--- src/rtl/wavetable_pkg.sv ---
// Shared types and default sizing for the wavetable reader block.
package wavetable_pkg;

    localparam int WT_WIDTH_DEF       = 12;
    localparam int WT_DEPTH_DEF       = 512;
    localparam int WT_PHASE_WIDTH_DEF = 24;

    typedef enum logic [1:0] {
        ST_IDLE  = 2'd0,
        ST_RUN   = 2'd1,
        ST_DRAIN = 2'd2
    } state_e;

endpackage

--- src/rtl/sample_fifo.sv ---
// Two-entry sample buffer; head entry is presented from a register slot.
module sample_fifo #(
    parameter int dw_p = 13
) (
    input  logic            clk_i,
    input  logic            reset_ni,
    input  logic            push,
    input  logic [dw_p-1:0] push_data,
    input  logic            pop,
    output logic [dw_p-1:0] head_data,
    output logic [1:0]      count,
    output logic            full,
    output logic            empty
);

    logic [dw_p-1:0] mem_r [2];
    logic            wr_ptr_r;
    logic            rd_ptr_r;
    logic [1:0]      count_r;
    logic            pop_ok_s;
    logic            push_ok_s;

    // Qualify requests so a stray pop on empty or push on full cannot corrupt state.
    always_comb begin
        pop_ok_s  = pop & (count_r != 2'd0);
        push_ok_s = push & ((count_r != 2'd2) | pop_ok_s);
    end

    // Storage, pointers and occupancy.
    always_ff @(posedge clk_i or negedge reset_ni) begin
        if (!reset_ni) begin
            mem_r[0] <= {dw_p{1'b0}};
            mem_r[1] <= {dw_p{1'b0}};
            wr_ptr_r <= 1'b0;
            rd_ptr_r <= 1'b0;
            count_r  <= 2'd0;
        end else begin
            if (push_ok_s) begin
                mem_r[wr_ptr_r] <= push_data;
                wr_ptr_r        <= ~wr_ptr_r;
            end
            if (pop_ok_s) begin
                rd_ptr_r <= ~rd_ptr_r;
            end
            case ({push_ok_s, pop_ok_s})
                2'b10:   count_r <= count_r + 2'd1;
                2'b01:   count_r <= count_r - 2'd1;
                default: count_r <= count_r;
            endcase
        end
    end

    assign head_data = mem_r[rd_ptr_r];
    assign count     = count_r;
    assign full      = (count_r == 2'd2);
    assign empty     = (count_r == 2'd0);

endmodule

--- src/rtl/wavetable_reader.sv ---
// Phase-accumulator wavetable reader: issues table reads with one-cycle latency
// and buffers returned samples, tagging the first sample of each new period.
module wavetable_reader
    import wavetable_pkg::*;
#(
    parameter int width_p       = WT_WIDTH_DEF,
    parameter int depth_p       = WT_DEPTH_DEF,
    parameter int phase_width_p = WT_PHASE_WIDTH_DEF
) (
    input  logic                       clk_i,
    input  logic                       reset_ni,
    input  logic                       en_i,
    input  logic                       phase_clr_i,
    input  logic [phase_width_p-1:0]   tuning_i,
    output logic [$clog2(depth_p)-1:0] addr_o,
    input  logic [width_p-1:0]         table_data_i,
    input  logic                       table_valid_i,
    output logic [width_p-1:0]         sample_o,
    output logic                       valid_o,
    input  logic                       ready_i,
    output logic                       wrap_o,
    output logic                       err_o
);

    localparam int AW = $clog2(depth_p);

    state_e                   state_r;
    state_e                   state_nx_s;
    logic [phase_width_p-1:0] phase_r;
    logic [phase_width_p:0]   phase_sum_s;
    logic                     inflight_r;
    logic                     inflight_tag_r;
    logic                     wrap_pend_r;
    logic                     err_r;

    logic                     clr_s;
    logic                     issue_s;
    logic                     push_s;
    logic                     pop_s;
    logic [2:0]               occ_s;
    logic [width_p:0]         head_s;
    logic [1:0]               count_s;
    logic                     full_s;
    logic                     empty_s;

    // Next-state selection for the run/drain controller.
    always_comb begin
        state_nx_s = state_r;
        case (state_r)
            ST_IDLE: begin
                if (en_i) state_nx_s = ST_RUN;
                else      state_nx_s = ST_IDLE;
            end
            ST_RUN: begin
                if (!en_i) state_nx_s = ST_DRAIN;
                else       state_nx_s = ST_RUN;
            end
            ST_DRAIN: begin
                if (en_i)                        state_nx_s = ST_RUN;
                else if (empty_s && !inflight_r) state_nx_s = ST_IDLE;
                else                             state_nx_s = ST_DRAIN;
            end
            default: state_nx_s = ST_IDLE;
        endcase
    end

    // Issue decision: buffer slots plus the read in flight must leave room
    // after this cycle's pop. A clear in IDLE takes the cycle instead of a read.
    always_comb begin
        clr_s       = (state_r == ST_IDLE) && phase_clr_i;
        pop_s       = !empty_s && ready_i;
        push_s      = inflight_r && table_valid_i;
        occ_s       = {1'b0, count_s} + {2'b00, inflight_r} - {2'b00, pop_s};
        phase_sum_s = {1'b0, phase_r} + {1'b0, tuning_i};
        issue_s     = ((state_r == ST_RUN) || en_i) && (occ_s < 3'd2)
                      && !(full_s && !pop_s) && !clr_s;
    end

    // Controller, phase accumulator, wrap tracking and sticky error.
    always_ff @(posedge clk_i or negedge reset_ni) begin
        if (!reset_ni) begin
            state_r        <= ST_IDLE;
            phase_r        <= {phase_width_p{1'b0}};
            inflight_r     <= 1'b0;
            inflight_tag_r <= 1'b0;
            wrap_pend_r    <= 1'b0;
            err_r          <= 1'b0;
        end else begin
            state_r    <= state_nx_s;
            inflight_r <= issue_s;
            if (clr_s) begin
                phase_r     <= {phase_width_p{1'b0}};
                wrap_pend_r <= 1'b0;
            end else if (issue_s) begin
                phase_r        <= phase_sum_s[phase_width_p-1:0];
                inflight_tag_r <= wrap_pend_r;
                wrap_pend_r    <= phase_sum_s[phase_width_p];
            end
            // A missing return drops that sample; phase keeps advancing.
            if (inflight_r && !table_valid_i) begin
                err_r <= 1'b1;
            end
        end
    end

    sample_fifo #(
        .dw_p(width_p + 1)
    ) u_fifo (
        .clk_i    (clk_i),
        .reset_ni (reset_ni),
        .push     (push_s),
        .push_data({inflight_tag_r, table_data_i}),
        .pop      (pop_s),
        .head_data(head_s),
        .count    (count_s),
        .full     (full_s),
        .empty    (empty_s)
    );

    assign addr_o   = phase_r[phase_width_p-1 -: AW];
    assign sample_o = head_s[width_p-1:0];
    assign wrap_o   = head_s[width_p];
    assign valid_o  = !empty_s;
    assign err_o    = err_r;

endmodule

--- config.mk ---
export PLATFORM = sky130hd
export DESIGN_NAME = wavetable_reader
export DESIGN_NICKNAME = d
export VERILOG_FILES = /design/src/rtl/wavetable_pkg.sv /design/src/rtl/sample_fifo.sv /design/src/rtl/wavetable_reader.sv
export SDC_FILE = /design/constraint.sdc
export NUM_CORES = 1
export LEC_CHECK = 0
export BUFFER_PORTS_ARGS = -buffer_cell sky130_fd_sc_hd__buf_2
export CAP_MARGIN = 10
export CORE_ASPECT_RATIO = 0.6
export CORE_MARGIN = 2
export CORE_UTILIZATION = 48
export DETAILED_ROUTE_END_ITERATION = 10
export PLACE_DENSITY = 0.74
export SYNTH_ARGS = -nofsm -noshare
export SYNTH_HDL_FRONTEND = slang
export SYNTH_SLANG_ARGS = --single-unit
--- constraint.sdc ---
create_clock -name clk_i -period 2.8 [get_ports clk_i]
set_clock_uncertainty 0.05 [all_clocks]
set_input_delay 0 -clock clk_i [delete_from_list [all_inputs] [get_ports clk_i]]
set_output_delay 0 -clock clk_i [all_outputs]
set_load 0.01 [all_outputs]
Yosys cells after proc, flatten, opt, wreduce, memory -nomap -nowiden

Index checks and enable logic that the tools add are counted.

Bits in registers: 60
Latch bits: 0
RAM bits: 0
Bits in read-only memories: 0
Input port bits: 42
Memories: 0

$add $sub $neg: 5
$mul: 0
Divide/modulo/power cells: 0
$lt $le $gt $ge: 4
Eq/ne operators: 6
Shift-type cells: 0
Multiplexer cells: 16
Bitwise logic cells: 8
Reductions and logical operators: 23

Operators by type and width:

| kind                                                                         | number |
|---|---|
| 13-bit 2-to-1 mux                                                            | 4 |
| 24-bit 2-to-1 mux                                                            | 2 |
| 26-bit bitwise mux                                                           | 1 |
| 24-bit by 24-bit adder with 25-bit output                                    | 1 |
| 13-bit demux with 1-bit select                                               | 1 |
| 1-bit logical AND                                                            | 10 |
| 2-bit equality test, second input constant                                   | 3 |
| 1-bit logical NOT                                                            | 6 |
| 2-bit 2-to-1 mux                                                             | 3 |
| 2-bit one-hot mux with 3 select lines                                        | 1 |
| 2-bit nonzero test                                                           | 3 |
| 2-bit by 1-bit equality test with 1-bit output, second input constant        | 2 |
| 2-bit >= comparator, second input constant                                   | 2 |
| 2-bit logical NOT                                                            | 2 |
| 1-bit NOT with 2-bit output                                                  | 2 |
| 2-bit one-hot mux with 2 select lines                                        | 1 |
| 2-bit by 1-bit adder with 3-bit output                                       | 1 |
| 3-bit by 2-bit less-than comparator with 1-bit output, second input constant | 1 |
| 1-bit 2-to-1 mux                                                             | 3 |
| 1-bit NOT                                                                    | 3 |
| 3-bit by 1-bit subtractor with 3-bit output                                  | 1 |
| 2-bit by 1-bit adder with 2-bit output, second input constant                | 1 |
| 1-bit AND                                                                    | 2 |
| 2-bit by 1-bit less-than comparator with 1-bit output, second input constant | 1 |
| 5 further kinds                                                              | 5 |

Longest topological paths before layout

Gate-level depths: netlist (run 1).

Word-level depth: 10
Gate-level depth with buffers: 13

Modules after synthesis

From an unflattened synthesis (run 1), not the netlist that was laid out.

Cells, all modules: 412
Area, all modules: 4,151.5 µm²

Modules (own cells, without submodules):

| module           | times used | cells an instance | area each (µm²) | sequential area each (µm²) |
|---|---|---|---|---|
| wavetable_reader | 1          | 325               | 2,727.6         | 750.7 |
| sample_fifo      | 1          | 87                | 1,423.9         | 750.7 |

Worst setup path after synthesis (run 1)

OpenSTA, ideal clock, no wires.

Path kind: reg2reg
Start: register u_fifo.count_r[1] (netlist: u_fifo.count[1])
End: register phase_r[3]
Setup time: 132 ps
Arrival: 2,876 ps
Data required time: 2,618 ps
Setup slack: -258 ps
Stages on the path, launching flop included: 14
Path buffers: 2
Clock period less this slack: 3,058 ps
Path through: dfrtp_1 -> or2_2 -> and2_1 -> ha_1 -> nand2b_1 -> fa_1 -> o211ai_1 -> o21ai_0 -> o211ai_1 -> clkbuf_1 -> clkbuf_1 -> nor2_1 -> a21oi_1 -> nor2_1

Longest elaborated chain between the ends: 9

Ends and longest elaborated chain:

| element                                                                                    | RTL line                                       | source |
|---|---|---|
| from (decl)                                                                                | sample_fifo.sv:19                              | `logic [1:0] count_r;` |
| from (signal assigned)                                                                     | sample_fifo.sv:46                              | `2'b10: count_r <= count_r + 2'd1;` |
| from (signal assigned)                                                                     | sample_fifo.sv:47                              | `2'b01: count_r <= count_r - 2'd1;` |
| from (signal assigned)                                                                     | sample_fifo.sv:48                              | `default: count_r <= count_r;` |
| 2-bit logical NOT (*)                                                                      | sample_fifo.sv:56                              | `assign empty = (count_r == 2'd0);` |
| 1-bit logical NOT (*)                                                                      | n/a                                            |  |
| named net valid_o                                                                          | wavetable_reader.sv:19                         | `output logic valid_o,` |
| 1-bit logical AND (*)                                                                      | wavetable_reader.sv:71                         | `pop_s = !empty_s && ready_i;` |
| 3-bit by 1-bit subtractor with 3-bit output or 1-bit logical NOT (tied branches)           | wavetable_reader.sv:73, wavetable_reader.sv:76 |  |
| 3-bit by 2-bit less-than comparator with 1-bit output or 1-bit logical AND (tied branches) | wavetable_reader.sv:75, wavetable_reader.sv:76 |  |
| 1-bit logical AND or 1-bit logical NOT (tied branches)                                     | wavetable_reader.sv:75, wavetable_reader.sv:76 |  |
| 1-bit logical AND (*) (2 in a row)                                                         | wavetable_reader.sv:76                         | `&& !(full_s && !pop_s) && !clr_s;` |
| 2-bit nonzero test (no source line) (*)                                                    | n/a                                            |  |
| to (signal assigned)                                                                       | wavetable_reader.sv:83                         | `phase_r <= {phase_width_p{1'b0}};` |
| to (signal assigned)                                                                       | wavetable_reader.sv:92                         | `phase_r <= {phase_width_p{1'b0}};` |
| to (signal assigned)                                                                       | wavetable_reader.sv:95                         | `phase_r <= phase_sum_s[phase_width_p-1:0];` |
| to (decl)                                                                                  | wavetable_reader.sv:29                         | `logic [phase_width_p-1:0] phase_r;` |

The timed path passes the listed nets; every way through them passes the cells marked *.
A chain may end at the register's enable or synchronous reset.

Worst setup path in the final report (run 1)

Start: register u_fifo.count_r[1] (netlist: u_fifo.count[1])
End: register phase_r[13]

Longest elaborated chain between the ends: 9

Ends and longest elaborated chain:

| element                                                                                        | RTL line |
|---|---|
| parallel branches: the longest is 6 deep, another holds 2-bit by 1-bit adder with 3-bit output | n/a |
| 1-bit logical AND (*) (2 in a row)                                                             | wavetable_reader.sv:76 |
| 2-bit nonzero test (no source line) (*)                                                        | n/a |

Mark *: on every way between the ends.

==> impl_metrics.tcl, run 1 <==
set metrics [dict create \
    path_max_fanout 4 \
    nFillCells 676 \
    cts_tree "done" \
    setup_violations 0 \
    status "finished, final reports clean" \
    root_buffer "clkbuf_16" \
    port_buffers 65 \
    slowest_delay_ns 0.53 \
    leakage_nw 2.32 \
    path_class "reg -> reg" \
    placed_cell_area_mm2 0.00436 \
    wire_per_inst_um 16.6 \
    drv_cap 0 \
    gp_congestion 0.877 \
    synth-seq-area-share 0.379 \
    yosys.area.top_type_share 0.379 \
    postLayoutCoreUtil 0.610 \
    via_per_inst 5.61 \
    pin_count 66 \
    grt_pass1_wl_um 15400 \
    insertion_delay_ns 0.33 \
    groute.usage.overall 0.222 \
    synthesis.nets 474 \
    arrival_ns 2.95 \
    cp.required_ns 3.00 \
    h-tree-depth 3 \
    p_per_area_mw_per_mm2 1050 \
    clockBufferDepth 2 \
    synth_area_per_cell_um2 9.81 \
    drt_iter0_drc 232 \
    drive_gt1_frac 0.325 \
    cp_slowest_cell "or4_1" \
    coreArea_mm2 0.00795 \
    cp_cell_sequence "or2_4, and2_4, ha_4, nand2b_4, fa_2, o21ai_2, o211ai_1, or4_1, a31oi_1" \
    die-height_um 74.4 \
    yosysUniqueCellTypes 61 \
    peakVddDrop_mv 0.416 \
    diodes 0 \
    maxSlewViolCount 0 \
    drc 0 \
    worst_pin_slew_ns 0.679 \
    grt_antenna_before_repair 0 \
    synth_edf_count 0 \
    nets 556 \
    finalPower_w 0.00511 \
    syn_inst 404 \
    route.vias.total 3350 \
    drt_pass1_iterations 5 \
    slew_headroom 0.547 \
    gr-total-overflow 0 \
    final_area_mm2 0.00484 \
    num_rows 25 \
    period_needed_ns 2.75 \
    ys_warn_count 0 \
    fin_crit_sh 0.983 \
    antenna_left 0 \
    synth_ff_type "dfrtp_1" \
    clk_pin_slew_ns 0.05 \
    post-dp-hpwl_um 6850 \
    first_global_vias 3158 \
    synth_area_leader_cell "dfrtp_1" \
    startpoint_type "register" \
    rsz0062_at_grt "true" \
    max_freq_mhz 363 \
    cts.sinks 60 \
    area_delta_synth_final_pct 22.3 \
    synth.area.top_cells "dfrtp_1 38%, mux2_2 11%, ha_1 8.2%" \
    final_common_cell "buf_2" \
    die_w_um 121 \
    synth_seq_cells 60 \
    grt_max_degree 48 \
    numCtsBuffers 9 \
    mostFrequentLayoutCells "66 x buf_2, 60 x dfrtp_1, 39 x mux2_2, 36 x nand2_1, 35 x a21oi_1" \
    initial_core_util 0.499 \
    ys_async_sr_fraction 1.00 \
    final_hold_viol_count 0 \
    timing.critical_path.to_type "register" \
    min_path_type "in -> reg" \
    die_area_mm2 0.00902 \
    synth.cell_area_mm2 0.00396 \
    whs_ns 0.0294 \
    routed_wl_um 9880 \
]
## power by group
part	internal [W]	total [W]	switching (W)	leakage, nW
combinational	0.00126	0.00267	0.00141	1.42
sequential	0.00122	0.00147	0.000252	0.762
clock	0.000606	0.000963	0.000357	0.131
total	0.00309	0.00511	0.00202	2.32
## worst paths after layout
path / startpoint / end / slack [ns] / depth (start not counted)
min in group asynchronous: reset_ni / u_fifo.mem_r[1] / 0.05 / 2
max in group asynchronous: reset_ni / phase_r[11] / 1.76 / 3
worst max register to register: u_fifo.count[1] / phase_r[13] / 0.05 / 9
worst min-delay path: tuning_i[0] / phase_r[0] / 0.03 / 4
worst max-delay path: u_fifo.count[1] / phase_r[13] / 0.05 / 9
worst min register to register: wrap_pend_r / inflight_tag_r / 0.43 / 2
## metrics by stage
stage                     instances  setup TNS [ns]  worst slack, ns
after CTS                       593               0           0.0243
final                           597               0           0.0471
after detailed placement        563               0          0.00812
after floorplan                 404               0           0.0217
after global routing            597          -0.240          -0.0732
after global placement          563               0            0.108
## cell usage after synthesis (3+ instances only)
library cell,instances
clkbuf_1,15
nand4_1,7
or2_2,3
dfrtp_1,60
ha_1,26
o31ai_1,4
buf_4,9
mux2_2,39
nor3_1,9
xnor2_1,14
nor2_1,21
o21a_1,3
nor2b_1,6
nand2_1,37
nand3_1,9
inv_1,14
a21o_1,10
o21ai_0,14
a31oi_1,7
xor2_1,4
o211ai_1,4
o21bai_1,3
a21oi_1,35
and3_1,4
## sequential cells by signal (all words and copies together) (netlist names), 2 cells and up
signal and count:
u_fifo.mem_r 26, phase_r 24, state_r 2, u_fifo.count 2
## per-layer routing
| metal | up-vias | global-route usage | wire (µm) |
|---|---|---|---|
| li1 | 1624 | - | - |
| met1 | 1613 | 0.311 | 4780 |
| met2 | 97 | 0.345 | 4470 |
| met3 | 16 | 0.0598 | 506 |
| met4 | 0 | 0.0587 | 123 |
| met5 | - | 0 | 0 |
## area by class of cell
cell class / count / area, µm² / share of cell area
timing repair buffer: 100 / 629 / 0.130
sequential: 60 / 1500 / 0.310
multi-input combinational: 301 / 2270 / 0.468
tap: 108 / 135 / 0.0279
clock inverter: 3 / 15.0 / 0.00310
inverter: 14 / 52.6 / 0.0108
clock buffer: 11 / 243 / 0.0501
## critical path, delay by kind of cell, from the launching register on
kind / cells / cell delay [ns]
compound gates: 3 / 0.57
flops: 1 / 0.37
fa+ha+maj: 2 / 0.61
simple gates: 4 / 1.07
## repair_timing
action	in CTS	in global routing
hold endpoints to repair	41	0
pin swaps	0	9
gates cloned	0	2
setup buffers	0	2
gates resized for setup	1	6
hold buffers	16	0
endpoints found under the setup margin	2	15
## cell families after synthesis
logic type | Yosys count | share of synthesized area
fa+ha+maj | 28 | 0.0922
buf+inv | 43 | 0.0597
mux | 39 | 0.111
xor+xnor | 18 | 0.0398
flops | 60 | 0.379
simple gates | 113 | 0.144
compound gates | 103 | 0.174
(Power assumes the default switching activity.)
==> inputs of run 2 (changes only) <==
CELL_PAD_IN_SITES_DETAIL_PLACEMENT = 1   (was default)
CELL_PAD_IN_SITES_GLOBAL_PLACEMENT = 1   (was default)
CORE_UTILIZATION = 40   (was 48)
PLACE_DENSITY = 0.79   (was 0.74)
==> impl_metrics.tcl, run 2 (synthesis gave the netlist of run 1 again) <==
set metrics [dict create \
    min_to "phase_r[0]" \
    reg2regPathDepth 8 \
    num_rows 28 \
    nFillCells 1139 \
    internal_power_w 0.00326 \
    leakage_nw 2.36 \
    arrival_ns 2.96 \
    cp.required_ns 2.99 \
    worst_pin_slew_ns 0.700 \
    root_buffer "clkbuf_16" \
    route.vias.total 3489 \
    grt_max_degree 34 \
    nets 562 \
    dp_slack_ns 0.00155 \
    pin_count 66 \
    initial_core_util 0.407 \
    slowest_delay_ns 0.54 \
    largest_reg_flops 26 \
    holdPathStages 4 \
    power.switching_w 0.00219 \
    period_needed_ns 2.77 \
    regMostFlops "u_fifo.mem_r" \
    multi_input_area_mm2 0.00228 \
    grt_pass1_wl_um 19000 \
    p_clk_frac 0.206 \
    path_class "reg -> reg" \
    mostFrequentLayoutCells "65 x buf_2, 60 x dfrtp_1, 39 x mux2_2, 36 x nand2_1, 34 x a21oi_1" \
    startpoint_type "register" \
    status "finished, final reports clean" \
    max_freq_mhz 362 \
    timing.critical_path.to_type "register" \
    grt-busiest-layer "met2" \
    setup_violations 0 \
    r2r-start "u_fifo.count[1]" \
    final_common_cell "buf_2" \
    die_area_mm2 0.0107 \
    min_path_type "in -> reg" \
    grt_use_met2 0.383 \
    postLayoutCoreUtil 0.512 \
    slew_headroom 0.534 \
    clk_pin_slew_ns 0.05 \
    diodes 0 \
    groute.usage.overall 0.227 \
    antenna_left 0 \
    switching_share 0.403 \
    fin_crit_sh 0.988 \
    drt_iter0_drc 162 \
    die_w_um 132 \
    wire_per_inst_um 19.2 \
    seq_area_mm2 0.00150 \
    die-height_um 81.1 \
    cts_tree "done" \
    cp_slowest_cell "fa_2" \
    grt_antenna_before_repair 0 \
    coreArea_mm2 0.00974 \
    path_max_fanout 3 \
    grt_util_met1 0.295 \
    via_per_inst 5.52 \
    worst_r2r_endpoint "phase_r[13]" \
    reg_top3 "u_fifo.mem_r: 26 flops, phase_r: 24 flops" \
    drv_cap 0 \
    routed_wl_um 12200 \
    numCtsBuffers 9 \
    drive_gt1_frac 0.342 \
    gp_congestion 0.896 \
    h-tree-depth 3 \
    use_met3 0.0531 \
    power_frac_seq 0.275 \
    drc 0 \
    gr-total-overflow 0 \
    post-dp-hpwl_um 8310 \
    first_global_vias 3649 \
    combPwrFrac 0.519 \
    insertion_delay_ns 0.33 \
    p_per_area_mw_per_mm2 1090 \
    cp_cell_sequence "or2_4, and2_4, ha_4, nand2b_4, fa_2, o211ai_1, or4_1, a31oi_1" \
    setup_ws_ns 0.0339 \
    peakVddDrop_mv 0.465 \
    drt_pass1_iterations 4 \
    area_delta_synth_final_pct 25.8 \
    cts.sinks 60 \
    maxSlewViolCount 0 \
    final_hold_viol_count 0 \
    clockBufferDepth 2 \
    port_buffers 65 \
    rsz0062_at_grt "true" \
    regToRegSetupSlack_ns 0.03 \
    holdCritStartpoint "tuning_i[0]" \
]
==> run 2: power groups by stage <==
| stage | Sequential [W] | Combinational, W | Clock [W] |
|---|---|---|---|
| 2_1_floorplan | 0.00140 | 0.00192 | 0 |
| 3_3_place_gp | 0.00145 | 0.00245 | 0 |
| 3_5_place_dp | 0.00149 | 0.00259 | 0 |
| 4_1_cts | 0.00149 | 0.00266 | 0.00115 |
| 5_1_grt | 0.00155 | 0.00308 | 0.00119 |
| 6_report | 0.00150 | 0.00283 | 0.00112 |
==> run 2: how the worst max path moves through the flow <==
stage	start	end	slack (ns)	depth (start not counted)
2_1_floorplan	u_fifo.count[0]	phase_r[21]	0.02	12
3_3_place_gp	u_fifo.count[0]	phase_r[9]	0.1	11
3_5_place_dp	u_fifo.count[0]	phase_r[9]	0.002	11
4_1_cts	u_fifo.count[0]	phase_r[21]	0.009	12
5_1_grt	u_fifo.count[1]	phase_r[13]	-0.06	8
6_report	u_fifo.count[1]	phase_r[13]	0.03	8
==> run 2: metrics by stage <==
| stage | power, W | cells | setup TNS (ns) | hold slack, ns | area [µm²] |
|---|---|---|---|---|---|
| global placement | 0.00390 | 594 | 0 | 0.00828 | 4420 |
| detailed placement | 0.00408 | 594 | 0 | 0.0135 | 4420 |
| finish | 0.00545 | 632 | 0 | 0.0348 | 4980 |
| CTS | 0.00530 | 626 | 0 | 0.0358 | 4890 |
| global route | 0.00581 | 632 | -0.0787 | 0.0696 | 4980 |
| floorplan | 0.00331 | 404 | 0 | -0.346 | 3970 |
==> run 2: worst max-delay path: cells and delay by family (launching register included) <==
| family | cells | cell delay (ns) |
|---|---|---|
| and+or+nand+nor | 4 | 1.09 |
| AOI/OAI and AO/OA | 2 | 0.40 |
| adders and majority gates | 2 | 0.74 |
| DFF | 1 | 0.39 |
==> run 2: timing repair <==
item,in CTS,in global routing
resized for setup,2,9
setup buffers,0,5
hold buffers,16,0
endpoints found under the hold margin,55,0
setup endpoints to repair,3,10
gates cloned,0,1
pin swaps,1,8
==> run 2: area by class of cell <==
| type | count | share of cell area |
|---|---|---|
| Clock buffer | 12 | 0.0515 |
| Tap cell | 135 | 0.0339 |
| Clock inverter | 4 | 0.00954 |
| Timing Repair Buffer | 106 | 0.137 |
| Multi-Input combinational cell | 301 | 0.457 |
| Inverter | 14 | 0.0105 |
| Sequential cell | 60 | 0.301 |
==> run 2: layer usage <==
layer  vias to the layer above  wire length, µm
met5                         -                0
met4                         0              287
met3                        27              533
met2                        92             5850
met1                      1735             5490
li1                       1635                -
==> inputs of run 3 (changes only) <==
SYNTH_HIERARCHICAL = 1   (was default)
==> impl_metrics.tcl, run 3 <==
set metrics [dict create \
    root_buffer "clkbuf_16" \
    gp_congestion 0.863 \
    leakage_nw 2.53 \
    drt_iter0_drc 285 \
    cp_cell_sequence "nor2_4, nand2b_4, inv_4, ha_4, nand2b_4, fa_2, inv_2, a211oi_4, nand2_4, buf_6, or3_4, nand3_2" \
    initial_core_util 0.416 \
    cts_tree "done" \
    power_frac_seq 0.241 \
    holdPathStages 4 \
    numCtsBuffers 9 \
    seq_area_mm2 0.00150 \
    worst_pin_slew_ns 1.00 \
    synth_edf_count 0 \
    nets 574 \
    min_path_type "in -> reg" \
    cts.sinks 60 \
    final_hold_viol_count 0 \
    whs_ns 0.0747 \
    peakVddDrop_mv 0.417 \
    maxSlewViolCount 0 \
    drive_gt1_frac 0.381 \
    final_common_cell "buf_2" \
    clockBufferDepth 2 \
    p_clk_frac 0.210 \
    port_buffers 65 \
    wire_per_inst_um 21.0 \
    cp_slowest_cell "fa_2" \
    power.switching_w 0.00253 \
    drc 0 \
    antenna_left 0 \
    gr-total-overflow 0 \
    internal_power_w 0.00371 \
    path_class "reg -> reg" \
    startpoint_type "register" \
    multi_input_area_mm2 0.00260 \
    status "finished, violations left" \
    reg_top3 "u_fifo/mem_r: 26 flops, phase_r: 24 flops" \
    route.vias.total 3800 \
    period_needed_ns 2.83 \
    post-dp-hpwl_um 8940 \
    setup_ws_ns -0.0338 \
    grt_pass1_wl_um 21200 \
    synth.cell_area_mm2 0.00415 \
    synth_seq_cells 60 \
    violations "negative setup slack" \
    drt_pass1_iterations 5 \
    routed_wl_um 13500 \
    yosys-top-cells-count "60 x dfrtp_1, 34 x nand2_1, 26 x ha_1" \
    synth.area.top_cells "dfrtp_1 36%, ha_1 7.8%, mux2_4 7.2%" \
    first_global_vias 3956 \
    insertion_delay_ns 0.33 \
    drv_cap 0 \
    combPwrFrac 0.549 \
    setup_violations 11 \
    cpMostUsedCell "nand2b_4" \
    groute.usage.overall 0.240 \
    grt_antenna_before_repair 0 \
    die-height_um 82.9 \
    via_per_inst 5.90 \
    fin_crit_sh 1.01 \
    placed_cell_area_mm2 0.00468 \
    arrival_ns 3.05 \
    reg2regPathDepth 12 \
    final_area_mm2 0.00543 \
    p_per_area_mw_per_mm2 1150 \
    grt_max_degree 46 \
    slowest_delay_ns 0.53 \
    diodes 0 \
    rsz0062_at_grt "true" \
    h-tree-depth 3 \
    synth_area_per_cell_um2 10.1 \
    mostFrequentLayoutCells "65 x buf_2, 58 x dfrtp_1, 27 x nand2_1, 25 x ha_1, 21 x a21oi_1" \
    max_freq_mhz 353 \
    path_max_fanout 7 \
    num_rows 28 \
    slew_headroom 0.330 \
    timing.critical_path.to_type "register" \
    fin_setup_tns_ns -0.175 \
    yosys.area.top_type_share 0.362 \
    cp.required_ns 3.02 \
    die_w_um 136 \
    area_delta_synth_final_pct 30.7 \
    largest_reg_flops 26 \
    synth_ff_type "dfrtp_1" \
    yosys.cell_count.top_type "dfrtp_1" \
    clk_pin_slew_ns 0.06 \
    synthesis.nets 482 \
    die_area_mm2 0.0112 \
    switching_share 0.406 \
    syn_inst 412 \
    nFillCells 1111 \
    coreArea_mm2 0.00998 \
    ys_async_sr_fraction 1.00 \
    synth_area_leader_cell "dfrtp_1" \
    finalPower_w 0.00624 \
    yosysUniqueCellTypes 68 \
    pin_count 66 \
    synth-seq-area-share 0.362 \
    regMostFlops "u_fifo/mem_r" \
    ys_warn_count 6 \
]
[run 3: what timing repair did]
| action | 4_1_cts | 5_1_grt |
|---|---|---|
| cloned | 1 | 1 |
| hold buffers | 16 | 0 |
| resized for setup | 11 | 33 |
| pin swaps | 6 | 10 |
| buffers inserted | 2 | 5 |
| endpoints found under the setup margin | 19 | 22 |
| endpoints found under the hold margin | 72 | 0 |
[run 3: metal layers]
layer,part of all wire,vias up,GRT usage
met5,0,-,0
li1,-,1714,-
met2,0.48,149,0.379
met1,0.45,1917,0.336
met4,0.013,0,0.0758
met3,0.060,20,0.0397
[run 3: cell type report]
cell class	count	share of cell area
clock buffers	9	0.0415
clock inverters	7	0.0226
inverters	18	0.0143
multi-input cells	306	0.479
flip-flops and latches	60	0.277
well taps	135	0.0311
repair buffers	109	0.134
[run 3: critical path: cells and delay by family, from the launching register on]
kind	cells	cell delay [ns]
adder cells (fa/ha/maj)	2	0.73
AO/OA/AOI/OAI	1	0.27
AND/OR/NAND/NOR	6	1.00
buffers and inverters	3	0.30
flip-flops	1	0.42
[run 3: path summary, 6_finish.rpt]
check	slack [ns]	to	from
max in group asynchronous	1.55	phase_r[13]	reset_ni
worst min-delay path	0.07	phase_r[1]	tuning_i[1]
worst max register to register	-0.03	phase_r[15]	u_fifo/count[1]
worst max-delay path	-0.03	phase_r[15]	u_fifo/count[1]
worst min register to register	0.41	err_o	err_o
min in group asynchronous	0.33	phase_r[10]	reset_ni
[run 3: per-stage QoR]
| stage | util | cells | setup WS, ns |
|---|---|---|---|
| 2_1_floorplan | - | 412 | 0.00352 |
| 3_5_place_dp | 0.469 | 604 | -0.121 |
| 6_report | 0.543 | 644 | -0.0338 |
| 5_1_grt | 0.543 | 644 | -0.152 |
| 4_1_cts | 0.526 | 639 | -0.00293 |
| 3_3_place_gp | 0.469 | 604 | -0.0238 |
[run 3: power by group through the flow]
stage	Sequential, W	Combinational [W]	Clock (W)
after detailed placement	0.00149	0.00282	0
after global placement	0.00145	0.00271	0
after floorplan	0.00140	0.00203	0
after CTS	0.00148	0.00302	0.00132
final	0.00151	0.00343	0.00131
after global routing	0.00154	0.00368	0.00135
[run 3: logic make-up after synthesis]
logic type | share of synthesized area
adder cells (fa/ha/maj) | 0.0880
multiplexers | 0.126
flip-flops | 0.362
AO/OA/AOI/OAI | 0.206
buffers and inverters | 0.0548
AND/OR/NAND/NOR | 0.140
XOR/XNOR | 0.0232
